--- config.mk ---
export PLATFORM = sky130hd
export DESIGN_NAME = dec_bus_arbiter
export DESIGN_NICKNAME = d
export VERILOG_FILES = /design/src/rtl/dec_bus_pkg.sv /design/src/rtl/dec_line_decoder.sv /design/src/rtl/dec_bus_arbiter.sv
export SDC_FILE = /design/constraint.sdc
export NUM_CORES = 1
export LEC_CHECK = 0
export CAP_MARGIN = 25
export CORE_UTILIZATION = 34
export DETAILED_ROUTE_END_ITERATION = 8
export PLACE_DENSITY = 0.77
export SYNTH_ARGS = -nofsm -noshare
export SYNTH_HDL_FRONTEND = slang
export SYNTH_SLANG_ARGS = --single-unit
--- constraint.sdc ---
create_clock -name clk -period 1.5 [get_ports clk]
set_input_delay 0.15 -clock clk [delete_from_list [all_inputs] [get_ports clk]]
set_output_delay 0.15 -clock clk [all_outputs]
set_load 0.02 [all_outputs]
--- src/rtl/dec_bus_pkg.sv ---
// Shared types and default sizes for the arbitrated line-decoder bus.
package dec_bus_pkg;
  typedef enum logic [1:0] {IDLE, DRIVE, GAP} dec_bus_state_t;
  localparam int DEC_AW = 5;
  localparam int DEC_DW = 32;
endpackage

--- src/rtl/dec_line_decoder.sv ---
// Enable-gated AW-to-DW one-hot line decoder, purely combinational.
module dec_line_decoder #(
  parameter int AW = dec_bus_pkg::DEC_AW,
  parameter int DW = dec_bus_pkg::DEC_DW
) (
  input  logic [AW-1:0] addr_i,
  input  logic          en_i,
  output logic [DW-1:0] dec_o
);
  for (genvar i = 0; i < DW; i++) begin : g_line
    assign dec_o[i] = en_i && (addr_i == AW'(i));
  end
endmodule

--- src/rtl/dec_bus_arbiter.sv ---
// Round-robin arbiter granting one requester at a time a HOLD-cycle window
// on a shared enable-gated line decoder, followed by one idle gap cycle.
module dec_bus_arbiter
  import dec_bus_pkg::*;
#(
  parameter int NREQ = 4,
  parameter int AW   = DEC_AW,
  parameter int DW   = DEC_DW,
  parameter int HOLD = 2
) (
  input  logic               clk,
  input  logic               rst_n,
  input  logic [NREQ-1:0]    req_i,
  input  logic [NREQ*AW-1:0] addr_i,
  output logic [NREQ-1:0]    grant_o,
  output logic [NREQ-1:0]    ack_o,
  output logic [AW-1:0]      addr_o,
  output logic               en_o,
  output logic [DW-1:0]      dec_o,
  output logic               busy_o
);
  localparam int PW = $clog2(NREQ);
  localparam int CW = (HOLD > 1) ? $clog2(HOLD) : 1;

  dec_bus_state_t  state_q;
  logic [NREQ-1:0] grant_q, ack_q;
  logic [AW-1:0]   addr_q;
  logic            en_q, busy_q;
  logic [PW-1:0]   rr_ptr_q;
  logic [CW-1:0]   cnt_q;

  logic            win_found;
  logic [PW-1:0]   win_idx, cand;
  logic [PW-1:0]   rr_ptr_d;
  logic [NREQ-1:0] grant_d;
  logic [AW-1:0]   addr_d;

  // Scan from the highest offset down so the lowest offset from rr_ptr wins.
  always_comb begin
    win_found = 1'b0;
    win_idx   = '0;
    cand      = '0;
    for (int k = NREQ - 1; k >= 0; k--) begin
      cand = PW'((int'(rr_ptr_q) + k) % NREQ);
      if (req_i[cand]) begin
        win_found = 1'b1;
        win_idx   = cand;
      end
    end
  end

  always_comb begin
    grant_d  = '0;
    grant_d[win_idx] = 1'b1;
    addr_d   = addr_i[int'(win_idx)*AW +: AW];
    rr_ptr_d = (int'(win_idx) == NREQ - 1) ? '0 : win_idx + 1'b1;
  end

  always_ff @(posedge clk or negedge rst_n) begin
    if (!rst_n) begin
      state_q  <= IDLE;
      grant_q  <= '0;
      ack_q    <= '0;
      addr_q   <= '0;
      en_q     <= 1'b0;
      busy_q   <= 1'b0;
      rr_ptr_q <= '0;
      cnt_q    <= '0;
    end else begin
      ack_q <= '0;
      case (state_q)
        IDLE: if (win_found) begin
          state_q  <= DRIVE;
          grant_q  <= grant_d;
          addr_q   <= addr_d;
          en_q     <= 1'b1;
          busy_q   <= 1'b1;
          cnt_q    <= CW'(HOLD - 1);
          rr_ptr_q <= rr_ptr_d;
          if (HOLD == 1) ack_q <= grant_d;
        end
        DRIVE: begin
          if (cnt_q == '0) begin
            state_q <= GAP;
            grant_q <= '0;
            en_q    <= 1'b0;
          end else begin
            cnt_q <= cnt_q - 1'b1;
            // ack registered one edge early so it lands on the last DRIVE cycle
            if (cnt_q == CW'(1)) ack_q <= grant_q;
          end
        end
        GAP: begin
          state_q <= IDLE;
          busy_q  <= 1'b0;
        end
        default: state_q <= IDLE;
      endcase
    end
  end

  assign grant_o = grant_q;
  assign ack_o   = ack_q;
  assign addr_o  = addr_q;
  assign en_o    = en_q;
  assign busy_o  = busy_q;

  dec_line_decoder #(.AW(AW), .DW(DW)) u_dec (
    .addr_i (addr_q),
    .en_i   (en_q),
    .dec_o  (dec_o)
  );
endmodule
Yosys cells after proc, flatten, opt, wreduce, memory -nomap -nowiden --
Index checks and enable logic that the tools add are counted.
Cells by class: add/subtract/negate cells 5, multipliers 1, order comparisons 6, equal/unequal tests 36, shift operators 1, mux-type cells 32, reduce and logical (&&, ||, !) cells 42
Operators by type and width (count):
- 5-bit equality test (second input constant) | 16
- 5-bit by 4-bit equality test with 1-bit output (second input constant) | 8
- 1-bit logical AND | 33
- 5-bit by 3-bit equality test with 1-bit output (second input constant) | 4
- 20-bit by 6-bit indexed part select with 5-bit output | 1
- 2-bit by 3-bit < comparator with 1-bit output (second input constant) | 5
- 2-bit 2-to-1 mux | 7
- 1-bit 2-to-1 mux | 12
- 4-bit 2-to-1 mux | 3
- 5-bit by 2-bit equality test with 1-bit output (second input constant) | 2
- 1-bit binary-select mux with 2-bit select | 4
- 4-bit case mux with 2 select lines | 1
- 2-bit AND reduction | 4
- 1-bit case mux with 2 select lines | 3
- 5-bit by 1-bit equality test with 1-bit output (second input constant) | 1
- 5-bit zero test | 1
- 2-bit by 3-bit multiplier with 5-bit output (second input constant) | 1
- 2-bit by 1-bit adder with 2-bit output (second input constant) | 2
- 2-bit adder (second input constant) | 2
- 2-bit by 1-bit equality test with 1-bit output (second input constant) | 2
- 2-bit inequality test (second input constant) | 2
- 2-bit case mux with 2 select lines | 1
- 2-bit nonzero test | 2
- 3-bit AND reduction | 1
- 5 further kinds | 5
Word-level totals: flip-flop bits (word level) 20, input port bits 26, output and inout bits 47, logic and storage cells 131

Longest topological paths before layout --
Gate-level depths: netlist (run 1).
depth in word-level cells 13, mapped depth 7, mapped depth without buffers 7

Modules after synthesis --
From an unflattened synthesis (run 1), not the netlist that was laid out.
Unflattened totals: cell total of the unflattened synthesis 148, area total of the unflattened synthesis 1275.0 sq um
Modules (own cells, without submodules):
- dec_bus_arbiter | times used 1, cells an instance 101, area an instance 1041.0 sq um, sequential area each 500.5 sq um
- dec_line_decoder | times used 1, cells an instance 47, area an instance 234.0 sq um, sequential area each 0.0 sq um

Worst setup path after synthesis (run 1) --
OpenSTA, ideal clock, no wires.
path type register to register, from reg rr_ptr_q[0], to reg rr_ptr_q[1], setup time 0.076 ns, arrival time 1.486 ns, setup slack -0.062 ns, cell stages (with the launch flop) 7, buffers on the path 0, clock period less this slack 1.562 ns, path through dfrtp_1 and3b_1 a31o_1 nor2_2 inv_2 ha_1 o21ai_1
Between the ends: cells in the longest elaborated chain, start to end 9
Ends and longest elaborated chain:
- start: declaration | line dec_bus_arbiter.sv:29 | logic [PW-1:0] rr_ptr_q;
- start signal: assignment | line dec_bus_arbiter.sv:79 | rr_ptr_q <= rr_ptr_d;
- 2-bit adder | line dec_bus_arbiter.sv:44 | cand = PW'((int'(rr_ptr_q) + k) % NREQ);
- 1-bit binary-select mux with 2-bit select | line dec_bus_arbiter.sv:45 | if (req_i[cand]) begin
- 1-bit 2-to-1 mux (implied by the code) | line dec_bus_arbiter.sv:45
- 2-bit 2-to-1 mux (4 in series) | line dec_bus_arbiter.sv:45
- 2-bit by 1-bit adder with 2-bit output / 2-bit by 1-bit equality test with 1-bit output (equally long branches) | line dec_bus_arbiter.sv:56 | rr_ptr_d = (int'(win_idx) == NREQ - 1) ? '0 : win_idx + 1'b1;
- 2-bit 2-to-1 mux | line dec_bus_arbiter.sv:56
Parallel ways exist; a longest one is shown, timed or not. The select of a mux whose other input is x is not followed. A chain may end at the register's enable or synchronous reset.

Worst setup path after layout (run 1) --
from reg rr_ptr_q[0], to reg addr_q[1] (netlist: addr_o[1])
Between the ends: cells in the longest elaborated chain, start to end 9
Ends and longest elaborated chain:
- 2-bit adder | line dec_bus_arbiter.sv:44
- 1-bit binary-select mux with 2-bit select | line dec_bus_arbiter.sv:45
- 1-bit 2-to-1 mux (implied by the code) | line dec_bus_arbiter.sv:45
- 2-bit 2-to-1 mux (4 in series) | line dec_bus_arbiter.sv:45
- 2-bit by 3-bit multiplier with 5-bit output | line dec_bus_arbiter.sv:55 | addr_d = addr_i[int'(win_idx)*AW +: AW];
- 20-bit by 6-bit indexed part select with 5-bit output | line dec_bus_arbiter.sv:55
- end signal: assignment | line dec_bus_arbiter.sv:75 | addr_q <= addr_d;
- end: declaration | line dec_bus_arbiter.sv:27 | logic [AW-1:0] addr_q;
Parallel ways exist; a longest one is shown, timed or not. The select of a mux whose other input is x is not followed.

==> impl_metrics.tcl, run 1 <==
set metrics [dict create \
    status "finished with violations" \
    violations "negative setup slack" \
    synth-simple-area-share_pct 33.5 \
    synthArstFlopShare_pct 100 \
    nets 282 \
    cts_root_buf "clkbuf_4" \
    drt-pass1-iter-count 4 \
    rsz0062_at_grt "yes" \
    grt_use_met3_pct 2.48 \
    synth.most_common_cell "nor2_1" \
    cts_tree "built" \
    synthMuxAreaShare_pct 4.08 \
    cap_viol_max_count 0 \
    hold_buffers 0 \
    syn_avg_cell_area_um2 8.07 \
    placed_cell_area_mm2 0.00218 \
    period_minus_slack_ns 1.59 \
    synth_compound_area_share_pct 16.7 \
    design.die.area_mm2 0.00385 \
    fp.dieH_um 62.1 \
    synth_top_family_by_area "simple AND/OR/NAND/NOR gates" \
    start_kind "flop" \
    met1_usage_pct 25.2 \
    clk_pin_slew_ns 0.12 \
    cpMaxStageDelayCell "dfrtp_1" \
    worstPathArrival_ns 1.81 \
    hold_class "input pin to asynchronous set/reset pin" \
    setup_slack_ns -0.0924 \
    final_layout_size_suffix_gt1_share_pct 45.7 \
    top_usage_layer "met2" \
    max_stage_delay_ns 0.44 \
    ys_ff_latch 20 \
    grt_max_degree 21 \
    yosysSeqAreaShare_pct 40.8 \
    synth_cell_types 33 \
    drt_iter0_markers 92 \
    cts_max_path_buffers 2 \
    r2r_cells 6 \
    cts_made_buffers 3 \
    cts_max_level 1 \
    clock_sinks 20 \
    synth-edff-count 0 \
    area_growth_syn_to_layout_pct 99.2 \
    syn_inst 152 \
    place_hpwl_um 2960 \
    grt_use_total_pct 20.8 \
    grt_pass1_vias 1295 \
    routed-via-count 1496 \
    yosys-top-cells-count "nor2_1 (38), dfrtp_1 (20), nand2_1 (17), nand3_1 (11), o21ai_0 (6)" \
    p_total_uw 4400 \
    netlist_area_mm2 0.00123 \
    setup_viol 31 \
    via_per_inst 4.99 \
    max_freq_ghz 0.628 \
    postLayoutCellArea_mm2 0.00244 \
    critPathRequiredTime_ns 1.72 \
    path_cells "and3b_2 -> buf_6 -> a31oi_4 -> nand3_2 -> a211o_1 -> o211ai_1" \
    clock_latency_ns 0.30 \
    worst-slew-pin-transition_ns 0.263 \
    grt_pass1_wl_um 5810 \
    die_w_um 62.1 \
    syn-num-nets 179 \
    power.density_mw_per_mm2 1800 \
    max_slew_margin_pct 82.4 \
    path_class "flop to flop" \
    setup_tns_ns -1.20 \
    holdWs_ns 0.171 \
    grt.met2_usage_pct 38.4 \
    finalHoldViolCount 0 \
    port_buffers 72 \
    vdd_ir_drop_max_uv 1090 \
    cp_max_fo 5 \
    cp-end-kind "flop" \
    synth_xor_area_share_pct 0 \
    preCtsSetupSlack_ns -0.326 \
    period_share_pct 106 \
    synth_top_area_share_pct 40.8 \
    drv_slew 0 \
    synthAdderAreaFrac_pct 1.02 \
    core_mm2 0.00339 \
    n_fill_cell 268 \
    p_leak_uw 0.00113 \
    synthFlopType "dfrtp_1" \
    diodes 0 \
    synth.area.top_cells "dfrtp_1 (41%), nor2_1 (12%), nand2_1 (5.2%)" \
    wl_per_cell_um 14.7 \
    rows 21 \
    io-pin-count 73 \
    synth_top_cell_by_area "dfrtp_1" \
    drt-total-wl_um 4400 \
    ant_nets 0 \
    overflow 0 \
    yosys_warnings 0 \
    fin_skew_ns 0.00985 \
    initial_utilization_pct 36.2 \
    drc 0 \
    gp_congestion 0.779 \
    antenna_found_initial 0 \
]
-- cells in the final DEF (no fill, tap or decap), drive strengths merged --
master         synthesis  layout
a211o                  5       5
a21o                   1       1
dfrtp                 20      20
o21ai                 10      10
nor2                  39      39
nand2b                 6       6
nor2b                  4       4
or2                    3       3
and3                   4       4
clkdlybuf4s50          0      33
a31oi                  1       1
mux2i                  5       5
nand4                  1       1
a2bb2oi                1       1
buf                    3      66
dlymetal6s2s           0       1
dlygate4sd2            0       4
clkbuf                 3       4
and3b                  1       1
o211ai                 5       5
nand3b                 1       1
a32o                   2       2
nand3                 11      11
ha                     1       1
inv                    4       4
a31o                   1       1
a21oi                  1       1
a21boi                 1       1
nand2                 17      17
or3                    1       1
-- critical path, delay by kind of cell, from the launching register on --
kind / cells / cell delay (ns)
compound gates: 3 / 0.59
simple gates: 2 / 0.36
flops: 1 / 0.44
buf+inv: 1 / 0.12
-- flip-flops by register name (all words and copies together), names as in the netlist --
signal	count
addr_o	5
ack_o	4
grant_o	4
rr_ptr_q	2
state_q	2
busy_o	1
cnt_q	1
en_o	1
-- layer usage --
metal	vias up	routed length, um
met5	-	0
met4	0	29
met3	2	311
met2	59	2290
met1	705	1770
li1	730	-
-- report_power, final --
part / internal (uW) / switching [uW]
sequential: 758 / 254
combinational: 1460 / 1620
clock: 148 / 159
total: 2360 / 2040
-- repair_timing --
action                                 in CTS  in global routing
buffers inserted                            2                  6
pin swaps                                   9                 21
endpoints found under the hold margin       0                  0
gates resized for setup                   118                124
setup endpoints to repair                  45                 43
-- cell families after synthesis --
group / after synthesis
adders and majority gates: 1
DFF: 20
muxes: 5
and+or+nand+nor: 88
AOI/OAI and AO/OA: 28
buffers and inverters: 10
-- path summary, 6_finish.rpt --
path | from | end | slack, ns
setup / recovery | rr_ptr_q[0] | addr_o[1] | -0.09
hold / removal | rst_n | rr_ptr_q[0] | 0.17
setup reg to reg | rr_ptr_q[0] | addr_o[1] | -0.09
hold reg to reg | busy_o | busy_o | 0.53
max in group asynchronous | rst_n | addr_o[3] | 1.11
min in group clk | busy_o | busy_o | 0.53
-- final cells by class --
type                       count  area, um^2  share of cell area [%]
timing repair buffer         104         926                    37.9
sequential                    20         504                    20.6
multi-input combinational    122         901                    36.9
inverter                       4        17.5                   0.717
clock buffer                   4        36.3                    1.49
tap                           46        57.6                    2.36
-- stage by stage --
stage / cells / utilization, %
after floorplan: 152 / -
after global placement: 289 / 64.2
after detailed placement: 289 / 64.2
after CTS: 295 / 67.0
after global routing: 300 / 72.1
final: 300 / 72.1
Note: power is estimated with default switching activity, not from simulation.
==> run 2: changes to the inputs <==
--- a/config.mk
+++ b/config.mk
@@ -6,9 +6,10 @@
 export NUM_CORES = 1
 export LEC_CHECK = 0
 export CAP_MARGIN = 25
-export CORE_UTILIZATION = 34
+export CORE_UTILIZATION = 40
 export DETAILED_ROUTE_END_ITERATION = 8
-export PLACE_DENSITY = 0.77
+export PLACE_DENSITY = 0.85
 export SYNTH_ARGS = -nofsm -noshare
 export SYNTH_HDL_FRONTEND = slang
 export SYNTH_SLANG_ARGS = --single-unit
+export TNS_END_PERCENT = 50
==> constraint.sdc (replaced) <==
create_clock -name clk -period 1.9 [get_ports clk]
set_input_delay 0.19 -clock clk [delete_from_list [all_inputs] [get_ports clk]]
set_output_delay 0.19 -clock clk [all_outputs]
set_load 0.02 [all_outputs]
==> impl_metrics.tcl, run 2 (synthesis gave the netlist of run 1 again) <==
set metrics [dict create \
    grt_max_degree 21 \
    diodes 0 \
    fin_skew_ns 0.00378 \
    n_fill_cell 236 \
    drt_iter0_markers 49 \
    clk_pin_slew_ns 0.11 \
    setup_viol 0 \
    start_kind "flop" \
    clock_sinks 20 \
    vdd_ir_drop_max_uv 799 \
    antenna_found_initial 0 \
    finalHoldViolCount 0 \
    grt_pass1_wl_um 5970 \
    wl_per_cell_um 13.6 \
    cts_max_path_buffers 2 \
    routed-via-count 1412 \
    largest_reg_flops 5 \
    cts_max_level 1 \
    period_minus_slack_ns 1.79 \
    rows 19 \
    final_layout_size_suffix_gt1_share_pct 10.0 \
    area.sequential_um2 502 \
    status "finished with violations" \
    nets 258 \
    rsz0062_at_grt "no" \
    place_hpwl_um 2920 \
    period_share_pct 94.4 \
    reg2reg_slack_ns 0.11 \
    ant_nets 0 \
    cts_tree "built" \
    die_w_um 57.4 \
    grt_pass1_vias 1374 \
    crit_start "addr_o[1]" \
    port_buffers 72 \
    multi_input_area_um2 686 \
    violations "design-rule violations" \
    via_per_inst 5.41 \
    drt-pass1-iter-count 6 \
    cts_made_buffers 3 \
    cap_viol_max_count 0 \
    fp.dieH_um 57.4 \
    drv_slew 0 \
    design.die.area_mm2 0.00329 \
    hold_class "input pin to asynchronous set/reset pin" \
    worst-slew-pin-transition_ns 0.381 \
    layout_common_cells "clkdlybuf4s50_1 (40), nor2_1 (38), dlygate4sd2_1 (28)" \
    io-pin-count 73 \
    p_total_uw 2820 \
    clock_latency_ns 0.29 \
    fin_util_pct 71.9 \
    reg2reg_from "rr_ptr_q[1]" \
    final_common_cell "clkdlybuf4s50_1" \
    grt_use_total_pct 23.0 \
    cp_max_fo 8 \
    p_leak_uw 0.00100 \
    initial_utilization_pct 43.3 \
    max_freq_ghz 0.557 \
    critPathRequiredTime_ns 1.71 \
    drc 7 \
    cp-end-kind "output pin" \
    cts_root_buf "clkbuf_4" \
    post-cts-setup-buffers 0 \
    gp_congestion 0.832 \
    core_mm2 0.00283 \
    overflow 0 \
    path_class "flop to output pin" \
    drt-total-wl_um 3560 \
    area_growth_syn_to_layout_pct 65.9 \
    max_slew_margin_pct 74.5 \
    worstPathArrival_ns 1.60 \
    power.density_mw_per_mm2 1390 \
]
==> run 2: what timing repair did <==
| action | CTS | global route |
|---|---|---|
| hold buffers | 0 | 0 |
| setup endpoints to repair | 32 | 4 |
| gates resized for setup | 36 | 5 |
| endpoints found under the hold margin | 0 | 0 |
==> run 2: worst paths after layout <==
path | endpoint | depth (start not counted)
min in group clk | addr_o[2] | 3
worst max-delay path | dec_o[4] | 3
max in group asynchronous | addr_o[2] | 2
worst min register to register | busy_o | 2
worst max register to register | addr_o[0] | 5
worst min-delay path | addr_o[0] | 2
==> run 2: power by group <==
group	internal, uW	leakage, uW	switching, uW
clock network	213	0.0000279	128
logic	737	0.000725	971
registers	594	0.000250	178
==> run 2: routing by layer <==
layer	GRT usage [%]	vias up	wire length [um]
li1	-	681	-
met2	42.5	52	1910
met4	6.97	0	16
met3	2.04	2	200
met1	28.2	677	1430
met5	0	-	0
==> run 2: critical path, cell delays in order, from the launching register on <==
cell and delay, ns:
dfrtp_1 0.45, or2_2 0.40, nor2_1 0.12, dlygate4sd2_1 0.34
==> run 2: stage by stage <==
step	TNS, ns	std cells	worst slack (ns)	hold WS (ns)	area, um^2
2_1_floorplan	0	152	0.338	-0.106	1230
3_3_place_gp	0	257	0.0426	0.515	2010
3_5_place_dp	-0.0105	257	-0.0105	0.515	2010
4_1_cts	0	261	0.0895	0.219	2030
5_1_grt	0	261	0.00484	0.221	2030
6_report	0	261	0.106	0.214	2030
==> run 2: area by class of cell <==
type / count / share of cell area [%]
tap: 31 / 1.91
multi-input combinational: 122 / 33.7
sequential: 20 / 24.7
inverter: 4 / 0.738
clock inverter: 1 / 1.48
clock buffer: 3 / 1.11
timing repair buffer: 80 / 36.4
==> run 3: changes to the inputs <==
--- a/config.mk
+++ b/config.mk
@@ -7,8 +7,10 @@
 export LEC_CHECK = 0
 export CAP_MARGIN = 25
 export CORE_UTILIZATION = 40
+export CTS_CLUSTER_SIZE = 40
 export DETAILED_ROUTE_END_ITERATION = 8
 export PLACE_DENSITY = 0.85
+export SLEW_MARGIN = 25
 export SYNTH_ARGS = -nofsm -noshare
 export SYNTH_HDL_FRONTEND = slang
 export SYNTH_SLANG_ARGS = --single-unit
==> results of run 3 <==
No change in the layout: final DEF, timing and power equal those of run 2.
